[src/rtl/slot_alloc_pkg.sv]
// Shared types and helpers for the parking-lot entry gate.
// Latency: pure combinational helpers, no state.
// Backpressure: none; constants and functions only.
package slot_alloc_pkg;

    localparam int SLOT_CNT = 15;

    typedef enum logic [1:0] {
        IDLE      = 2'd0,
        ALLOC     = 2'd1,
        OPEN      = 2'd2,
        WAIT_PARK = 2'd3
    } state_t;

    // Active-low segment patterns, bit order {g,f,e,d,c,b,a}
    localparam logic [6:0] SEG_0     = 7'h40;
    localparam logic [6:0] SEG_1     = 7'h79;
    localparam logic [6:0] SEG_2     = 7'h24;
    localparam logic [6:0] SEG_3     = 7'h30;
    localparam logic [6:0] SEG_4     = 7'h19;
    localparam logic [6:0] SEG_5     = 7'h12;
    localparam logic [6:0] SEG_6     = 7'h02;
    localparam logic [6:0] SEG_7     = 7'h78;
    localparam logic [6:0] SEG_8     = 7'h00;
    localparam logic [6:0] SEG_9     = 7'h10;
    localparam logic [6:0] SEG_BLANK = 7'h7F;

    // Lowest index with a clear occupancy bit; 4'hF when every slot is taken
    function automatic logic [3:0] lowest_free(input logic [SLOT_CNT-1:0] occ);
        logic [3:0] idx;
        idx = 4'hF;
        for (int i = SLOT_CNT - 1; i >= 0; i--) begin
            if (!occ[i]) idx = 4'(i);
        end
        return idx;
    endfunction

    // Values here never exceed 15, so one compare against 10 splits the digits
    function automatic logic [3:0] ones_digit(input logic [3:0] v);
        return (v >= 4'd10) ? v - 4'd10 : v;
    endfunction

    function automatic logic [6:0] seg_digit(input logic [3:0] d);
        logic [6:0] s;
        case (d)
            4'd0:    s = SEG_0;
            4'd1:    s = SEG_1;
            4'd2:    s = SEG_2;
            4'd3:    s = SEG_3;
            4'd4:    s = SEG_4;
            4'd5:    s = SEG_5;
            4'd6:    s = SEG_6;
            4'd7:    s = SEG_7;
            4'd8:    s = SEG_8;
            4'd9:    s = SEG_9;
            default: s = SEG_BLANK;
        endcase
        return s;
    endfunction

endpackage

[src/rtl/btn_debounce.sv]
// Entry-button synchroniser and debouncer producing a one-cycle press pulse.
// Latency: 2 sync cycles plus DEBOUNCE_CYCLES stable cycles to the pulse.
// Backpressure: none; pulses are fire-and-forget, the consumer may ignore them.
module btn_debounce #(
    parameter int DEBOUNCE_CYCLES = 1000000
) (
    input  logic clk,
    input  logic rst,
    input  logic btn,
    output logic press
);

    localparam int CW = (DEBOUNCE_CYCLES > 1) ? $clog2(DEBOUNCE_CYCLES) : 1;
    localparam logic [CW-1:0] CNT_LAST = CW'(DEBOUNCE_CYCLES - 1);

    logic          btn_s1;
    logic          btn_sync;
    logic          level;
    logic [CW-1:0] cnt;

    // Two-flop sync, then count how long the synced input disagrees with the accepted level
    always_ff @(posedge clk) begin
        if (rst) begin
            btn_s1   <= 1'b0;
            btn_sync <= 1'b0;
            level    <= 1'b0;
            cnt      <= '0;
            press    <= 1'b0;
        end else begin
            btn_s1   <= btn;
            btn_sync <= btn_s1;
            press    <= 1'b0;
            if (btn_sync == level) begin
                cnt <= '0;
            end else if (cnt == CNT_LAST) begin
                cnt   <= '0;
                level <= btn_sync;
                press <= btn_sync;
            end else begin
                cnt <= cnt + 1'b1;
            end
        end
    end

endmodule

[src/rtl/slot_allocator.sv]
// Entry gate: allocates the lowest free slot, opens the gate, waits for the car, drives a 4-digit display.
// Latency: car edge to full 3 cycles; press pulse to slot_valid 2 cycles; gate open GATE_CYCLES cycles.
// Backpressure: presses arriving outside IDLE or while full are dropped, never queued.
module slot_allocator
    import slot_alloc_pkg::*;
#(
    parameter int N_SLOTS         = SLOT_CNT,
    parameter int DEBOUNCE_CYCLES = 1000000,
    parameter int GATE_CYCLES     = 300000000,
    parameter int PARK_TIMEOUT    = 1000000000,
    parameter int REFRESH_CYCLES  = 100000
) (
    input  logic               clk,
    input  logic               rst,
    input  logic [N_SLOTS-1:0] car,
    input  logic               entry_btn,
    output logic               gate_open,
    output logic               slot_valid,
    output logic [3:0]         slot_id,
    output logic               full,
    output logic [6:0]         seg,
    output logic [3:0]         an
);

    // One timer serves both OPEN and WAIT_PARK, so size it for the longer of the two
    localparam int TMR_MAX = (GATE_CYCLES > PARK_TIMEOUT) ? GATE_CYCLES : PARK_TIMEOUT;
    localparam int TW      = (TMR_MAX > 1) ? $clog2(TMR_MAX) : 1;
    localparam logic [TW-1:0] GATE_LAST = TW'(GATE_CYCLES - 1);
    localparam logic [TW-1:0] PARK_LAST = TW'(PARK_TIMEOUT - 1);
    localparam int RW      = (REFRESH_CYCLES > 1) ? $clog2(REFRESH_CYCLES) : 1;
    localparam logic [RW-1:0] REFRESH_LAST = RW'(REFRESH_CYCLES - 1);

    logic [N_SLOTS-1:0] car_s1;
    logic [N_SLOTS-1:0] car_sync;
    logic [3:0]         free_cnt;
    logic               press;
    logic [3:0]         free_idx;
    logic               slot_parked;
    state_t             state;
    logic [TW-1:0]      timer;
    logic [RW-1:0]      refresh_cnt;
    logic [1:0]         digit;
    logic [6:0]         seg_nxt;

    btn_debounce #(
        .DEBOUNCE_CYCLES(DEBOUNCE_CYCLES)
    ) u_btn_debounce (
        .clk  (clk),
        .rst  (rst),
        .btn  (entry_btn),
        .press(press)
    );

    // Synchronise the sensors and register the free count and full flag together
    always_ff @(posedge clk) begin
        if (rst) begin
            car_s1   <= '0;
            car_sync <= '0;
            free_cnt <= '0;
            full     <= 1'b0;
        end else begin
            car_s1   <= car;
            car_sync <= car_s1;
            free_cnt <= 4'($countones(~car_sync));
            full     <= ($countones(car_sync) == N_SLOTS);
        end
    end

    assign free_idx = lowest_free(car_sync);

    // Pick out the sensor belonging to the currently allocated slot
    always_comb begin
        slot_parked = 1'b0;
        for (int i = 0; i < N_SLOTS; i++) begin
            if (slot_id == 4'(i + 1)) slot_parked = car_sync[i];
        end
    end

    // Allocation FSM; slot_id is latched at ALLOC and held until the allocation ends
    always_ff @(posedge clk) begin
        if (rst) begin
            state      <= IDLE;
            timer      <= '0;
            gate_open  <= 1'b0;
            slot_valid <= 1'b0;
            slot_id    <= '0;
        end else begin
            case (state)
                IDLE: begin
                    if (press && !full) state <= ALLOC;
                end
                ALLOC: begin
                    if (free_idx != 4'hF) begin
                        slot_id    <= free_idx + 4'd1;
                        slot_valid <= 1'b1;
                        gate_open  <= 1'b1;
                        timer      <= '0;
                        state      <= OPEN;
                    end else begin
                        state <= IDLE;
                    end
                end
                OPEN: begin
                    if (timer == GATE_LAST) begin
                        gate_open <= 1'b0;
                        timer     <= '0;
                        state     <= WAIT_PARK;
                    end else begin
                        timer <= timer + 1'b1;
                    end
                end
                WAIT_PARK: begin
                    if (slot_parked || (timer == PARK_LAST)) begin
                        slot_valid <= 1'b0;
                        slot_id    <= '0;
                        timer      <= '0;
                        state      <= IDLE;
                    end else begin
                        timer <= timer + 1'b1;
                    end
                end
                default: state <= IDLE;
            endcase
        end
    end

    // Display scan position: hold each digit for REFRESH_CYCLES, wrap 3 -> 0
    always_ff @(posedge clk) begin
        if (rst) begin
            refresh_cnt <= '0;
            digit       <= '0;
        end else if (refresh_cnt == REFRESH_LAST) begin
            refresh_cnt <= '0;
            digit       <= digit + 2'd1;
        end else begin
            refresh_cnt <= refresh_cnt + 1'b1;
        end
    end

    // Segment pattern for the digit being scanned; tens digits can only ever be 1
    always_comb begin
        seg_nxt = SEG_BLANK;
        case (digit)
            2'd0: if (slot_valid) seg_nxt = seg_digit(ones_digit(slot_id));
            2'd1: if (slot_valid && (slot_id >= 4'd10)) seg_nxt = SEG_1;
            2'd2: seg_nxt = seg_digit(ones_digit(free_cnt));
            default: if (free_cnt >= 4'd10) seg_nxt = SEG_1;
        endcase
    end

    // seg and an share one register stage so they always switch on the same edge
    always_ff @(posedge clk) begin
        if (rst) begin
            seg <= SEG_BLANK;
            an  <= 4'b1111;
        end else begin
            seg <= seg_nxt;
            an  <= ~(4'b0001 << digit);
        end
    end

endmodule
[config.mk]
export PLATFORM = sky130hd
export DESIGN_NAME = slot_allocator
export DESIGN_NICKNAME = d
export VERILOG_FILES = /design/src/rtl/slot_alloc_pkg.sv /design/src/rtl/btn_debounce.sv /design/src/rtl/slot_allocator.sv
export SDC_FILE = /design/constraint.sdc
export NUM_CORES = 1
export LEC_CHECK = 0
export CORE_MARGIN = 8
export CORE_UTILIZATION = 57
export DETAILED_ROUTE_END_ITERATION = 8
export HOLD_SLACK_MARGIN = 0.12
export MAX_ROUTING_LAYER = met4
export PLACE_DENSITY = 0.77
export SLEW_MARGIN = 40
export SYNTH_ARGS = -nofsm -noshare
export SYNTH_HDL_FRONTEND = slang
export SYNTH_SLANG_ARGS = --single-unit
export TNS_END_PERCENT = 30
[constraint.sdc]
create_clock -name clk -period 8.1 [get_ports clk]
set_clock_uncertainty 0.2 [all_clocks]
set_input_delay 2.025 -clock clk [delete_from_list [all_inputs] [get_ports clk]]
set_output_delay 2.025 -clock clk [all_outputs]
set_load 0.02 [all_outputs]
# --- Yosys cells after proc, flatten, opt, wreduce, memory -nomap -nowiden ---
# Memory sizes are Yosys's and may differ from the RTL's.
# Cells that the tools add are included.
word_totals:
  word_cells: 163
  ff_bits: 127
  in_bits: 18
  n_memories: 2
  out_inout_bits: 18
  rom_bits: 224
memory_table:
  columns: ["memory", "words", "width", "rd", "rd_ports_with_merged_regs", "write_ports", "line_no", "text"]
  rows:
  - ["(no name shown)", 16, 7, 1, 0, 0, "slot_alloc_pkg.sv:45", "case (d)"]
  - ["(no name shown)", 16, 7, 1, 0, 0, "slot_alloc_pkg.sv:45", null]
classes:
  reduce_logical: 17
  eq_ne: 31
  shifts: 1
  n_addsub: 35
  muxes: 53
  order_cmp: 2
  n_bitwise: 4
ops:
  columns: ["op", "count"]
  rows:
  - ["2-to-1 mux 30 bit", 3]
  - ["case mux 30 bit (3 select lines)", 1]
  - ["2-to-1 mux 4 bit", 18]
  - ["equality test 4 bit, second input constant", 8]
  - ["adder 30 x 1 -> 30 bit, second input constant", 1]
  - ["equality test 30 x 29 -> 1 bit, second input constant", 1]
  - ["equality test 30 bit, second input constant", 1]
  - ["adder 1 x 1 -> 2 bit", 14]
  - ["case mux 7 bit (3 select lines)", 1]
  - ["adder 20 x 1 -> 20 bit, second input constant", 1]
  - ["equality test 20 bit, second input constant", 1]
  - ["2-to-1 mux 1 bit", 19]
  - ["adder 2 x 2 -> 3 bit", 6]
  - ["adder 17 x 1 -> 17 bit, second input constant", 1]
  - ["equality test 17 bit, second input constant", 1]
  - ["adder 3 x 3 -> 4 bit", 4]
  - ["equality test 4 x 3 -> 1 bit, second input constant", 4]
  - ["inverter 15 bit", 1]
  - ["AND reduction 3 bit", 3]
  - ["equality test 4 x 2 -> 1 bit, second input constant", 2]
  - ["greater-or-equal comparator 4 bit, second input constant", 2]
  - ["2-to-1 mux 2 bit", 4]
  - ["inequality test 2 bit, second input constant", 4]
  - ["case mux 2 bit (4 select lines)", 1]
  - ["28 further kinds", 41]

# --- Longest topological paths before layout ---
logic_depth:
  ltp_word: 19
  ltp_mapped: 14
  mapped_depth_nobuf: 14

# --- Cells and area by module ---
# Synthesis repeated with hierarchy kept, for this count alone.
unflattened:
  cells_unflattened: 781
  area_unflattened_um2: 6770.2
by_module_without_submodules:
  columns: ["module", "area_per_inst_um2", "instances", "seq_area_each_um2", "cells_per_inst"]
  rows:
  - ["slot_allocator", 5691.7, 1, 2062.0, 657]
  - ["btn_debounce", 1078.5, 1, 480.5, 124]

# --- Worst setup path after synthesis ---
# No wires, ideal clock.
synth_path:
  path_type: "reg2reg"
  from: "register car_sync[0]"
  to: "register full"
  path_buffers: 0
  synth_period_minus_slack_ps: 3932
  required_time_ps: 7804
  setup_ps: 96
  arrival_time_ps: 3636
  stages_incl_launch_ff: 13
  path_slack_ps: 4168
  cell_sequence: "dfxtp_1 inv_1 fa_1 inv_1 fa_1 fa_1 inv_1 fa_1 inv_1 fa_1 inv_1 fa_1 nor4b_1"
synth_via:
  elab_chain_len: 5
synth_rtl:
  columns: ["item", "line_no", "text"]
  rows:
  - ["start, declared", "slot_allocator.sv:34", "logic [N_SLOTS-1:0] car_sync;"]
  - ["start signal, assigned", "slot_allocator.sv:63", "car_sync <= car_s1;"]
  - ["adder 1 x 1 -> 2 bit (implied by the code)", "slot_allocator.sv:65", "full <= ($countones(car_sync) == N_SLOTS);"]
  - ["adder 2 x 2 -> 3 bit (implied by the code)", "slot_allocator.sv:65", null]
  - ["adder 3 x 3 -> 4 bit (implied by the code)", "slot_allocator.sv:65", null]
  - ["adder 4 x 4 -> 5 bit (implied by the code)", "slot_allocator.sv:65", null]
  - ["equality test 5 x 4 -> 1 bit", "slot_allocator.sv:65", null]
  - ["end signal, assigned", "slot_allocator.sv:65", null]
  - ["end, declared", "slot_allocator.sv:20", "output logic full,"]
# No other way between the ends.
# A chain may end at the register's enable or synchronous reset.

# --- Worst setup path after layout ---
# Ends and elaborated chain as after synthesis.

==> flow_summary_export.csv <==
group,metric,value,unit
floorplan,die-area,14930,µm²
route,drt_iter0_markers,271,
yosys,synth_cells,716,
setup_path,crit_fanout,4,
floorplan,start_util,0.5879,
placement,pre_cts_slack,3.936,ns
final_layout,fin_area,7471,µm²
timing,final_hold_viol_count,0,
final_layout,finish.net_count,817,
clock_tree,numCtsBuffers,17,
placement,globalplace.congestion,0.9306,
final_layout,final_common_cell,"dfxtp_1",
timing,setup_tns,0,ns
global_route,grt_pass1_vias,4830,
yosys,ys_types,63,
timing,setup_viol,0,
route,drtPass1Iterations,4,
yosys,syn_nets,782,
setup_path,critPathKind,"reg2reg",
floorplan,ios,36,
pwr,swShare,0.2409,
route,routed_wl,12.96,mm
pwr,ir_drop,0.0002567,V
yosys,synth_edf_count,0,
pwr,cellPowerDensity,217.4,nW/µm²
route,drc_errors,0,
timing,max_freq,0.2424,GHz
placement,dp.cells,872,
clock_tree,clkTransAtPathRegs,0.05,ns
timing,slew_viol_final,0,
yosys,synth_area_per_cell,8.979,µm²
route,drtAntennaViolNets,0,
final_layout,drive_gt1_frac,0.06152,
clock_tree,cts_max_path_buffers,2,
setup_path,cp_common_cell,"fa_1",
timing,min_period,4.126,ns
pwr,power.share.sequential,0.408,
placement,io_buffers,35,
global_route,grt.overflow.total,0,
pwr,p_clk_frac,0.476,
pwr,p_int,1.233,mW
route,viasPerCell,5.476,
setup_path,required,8.21,ns
global_route,grt.total_usage,0.1898,
run,drv_cap,0,
yosys,ys_ff_latch,127,
setup_path,cp_slowest_cell,"fa_1",
clock_tree,ctsResizeCount,0,
setup_path,path_cells,"inv_1 > fa_1 > inv_1 > fa_1 > fa_1 > inv_1 > fa_1 > inv_1 > fa_1 > inv_1 > fa_1 > nor4b_1",
final_layout,regArea,2542,µm²
yosys,ys_seq_area_frac,0.3955,
global_route,grt_pass1_wl,22.37,mm
timing,period_share,0.5093,
pwr,power_switching,391.2,µW
placement,place_area,6862,µm²
pwr,leakagePower,2.752,nW
global_route,grt_max_degree,53,
route,vias,4950,
clock_tree,clkLatencyLatePin,0.41,ns
setup_path,cp-start-kind,"register",
yosys,synth_area,6429,µm²
pwr,power_frac_comb,0.115,
floorplan,die_width,122.2,µm
yosys,ys_warn_count,0,
final_layout,multiInputGateArea,3591,µm²
yosys,synth-async-reset-ratio,0,
timing,rsz0062_at_grt,"false",
clock_tree,hold_buffers,0,
clock_tree,post_cts.repair.setup_buffers,0,
worst_hold_path,hp-class,"reg2reg",
floorplan,coreArea,10940,µm²
final_layout,area_growth,16.21,%
timing,tightest_slew,0.6724,ns
final_layout,diodes,0,
setup_path,critPathArrivalTime,4.24,ns
clock_tree,root_buffer,"clkbuf_16",
setup_path,end_kind,"register",
clock_tree,cts_tree,"built",
yosys,synth_flop_cell,"dfxtp_1",
setup_path,slowest_delay,0.54,ns
route,wire_per_inst,14.34,µm
clock_tree,htree_levels,4,
final_layout,final_cells,904,
global_route,antenna_found_initial,0,
timing,holdWs,0.2350,ns
final_layout,n_fill_cell,863,
floorplan,rows,38,
timing,max_slew_margin,0.5470,
status,status,"complete, no violations",
timing,worst_slack,3.974,ns
clock_tree,cts_num_sinks,127,
floorplan,die_y,122.2,µm
placement,hpwl,9.341,mm
final_layout,most-common-layout-cells,"dfxtp_1 (127), nor2_1 (91), inv_1 (50)",
[final timing paths]
kind / start / end / slack (ns) / cells after the start
max: car_sync[0]$_SDFF_PP0_ / full$_SDFF_PP0_ / 3.97 / 12
min: car_s1[6]$_SDFF_PP0_ / car_sync[6]$_SDFF_PP0_ / 0.24 / 1
min reg2reg: car_s1[6]$_SDFF_PP0_ / car_sync[6]$_SDFF_PP0_ / 0.24 / 1
max reg2reg: car_sync[0]$_SDFF_PP0_ / full$_SDFF_PP0_ / 3.97 / 12
[sequential cells by signal (all words and copies together) (netlist names), 2 cells and up, named ones only]
register / flops
refresh_cnt: 17
digit: 2
u_btn_debounce.cnt: 20
slot_id: 4
timer: 30
car_sync: 15
seg: 7
car_s1: 15
an: 4
free_cnt: 4
[worst max-delay path, delay by kind of cell, from the launching register on]
| family | cells | cell delay (ns) |
|---|---|---|
| DFF | 1 | 0.36 |
| and+or+nand+nor | 1 | 0.29 |
| adders and majority gates | 6 | 2.82 |
| buffers and inverters | 5 | 0.35 |
[power by group through the flow]
stage / logic, mW / registers (mW) / clock network [mW]
floorplan: 0.137 / 0.675 / 0
global placement: 0.179 / 0.675 / 0
detailed placement: 0.188 / 0.676 / 0
CTS: 0.190 / 0.663 / 0.785
global route: 0.217 / 0.665 / 0.810
finish: 0.187 / 0.663 / 0.774
[synthesized netlist by cell type (9+ instances only)]
library cell / count / share of area
nor2_1: 91 / 0.053
a21oi_1: 26 / 0.020
nand4_1: 19 / 0.018
nand3_1: 35 / 0.027
nor2b_1: 36 / 0.035
nand2_1: 46 / 0.027
o21ai_0: 23 / 0.018
mux2i_1: 9 / 0.014
inv_1: 50 / 0.029
and3_1: 16 / 0.016
xor2_1: 29 / 0.040
dfxtp_1: 127 / 0.40
ha_1: 30 / 0.058
xnor2_1: 31 / 0.042
fa_1: 18 / 0.056
clkbuf_1: 14 / 0.0082
[layer usage]
layer / wire [µm] / GRT usage / vias to the layer above
met2: 5832 / 0.2969 / 121
met5: 0 / - / -
met3: 751 / 0.05877 / 16
li1: - / - / 2504
met1: 6196 / 0.2311 / 2309
met4: 180 / 0.05484 / 0
[final cells by class]
cell class,count,area share
well taps,140,0.02345
multi-input cells,517,0.4807
clock buffers,23,0.06398
repair buffers,37,0.04823
inverters,51,0.02579
flip-flops and latches,127,0.3403
clock inverters,9,0.01758
[logic make-up after synthesis]
kind of cell | Yosys count | share of synthesized area
fa+ha+maj | 48 | 0.1144
buf+inv | 72 | 0.04593
xor+xnor | 60 | 0.08174
flops | 127 | 0.3955
compound gates | 100 | 0.1037
simple gates | 299 | 0.2429
mux | 10 | 0.01577
[metrics by stage]
stage | power [mW] | utilization
floorplan | 0.8111 | -
global placement | 0.8535 | 0.6275
detailed placement | 0.8638 | 0.6275
CTS | 1.637 | 0.6832
global route | 1.692 | 0.6832
finish | 1.624 | 0.6832
No activity file was read; power rests on OpenSTA's default activity.
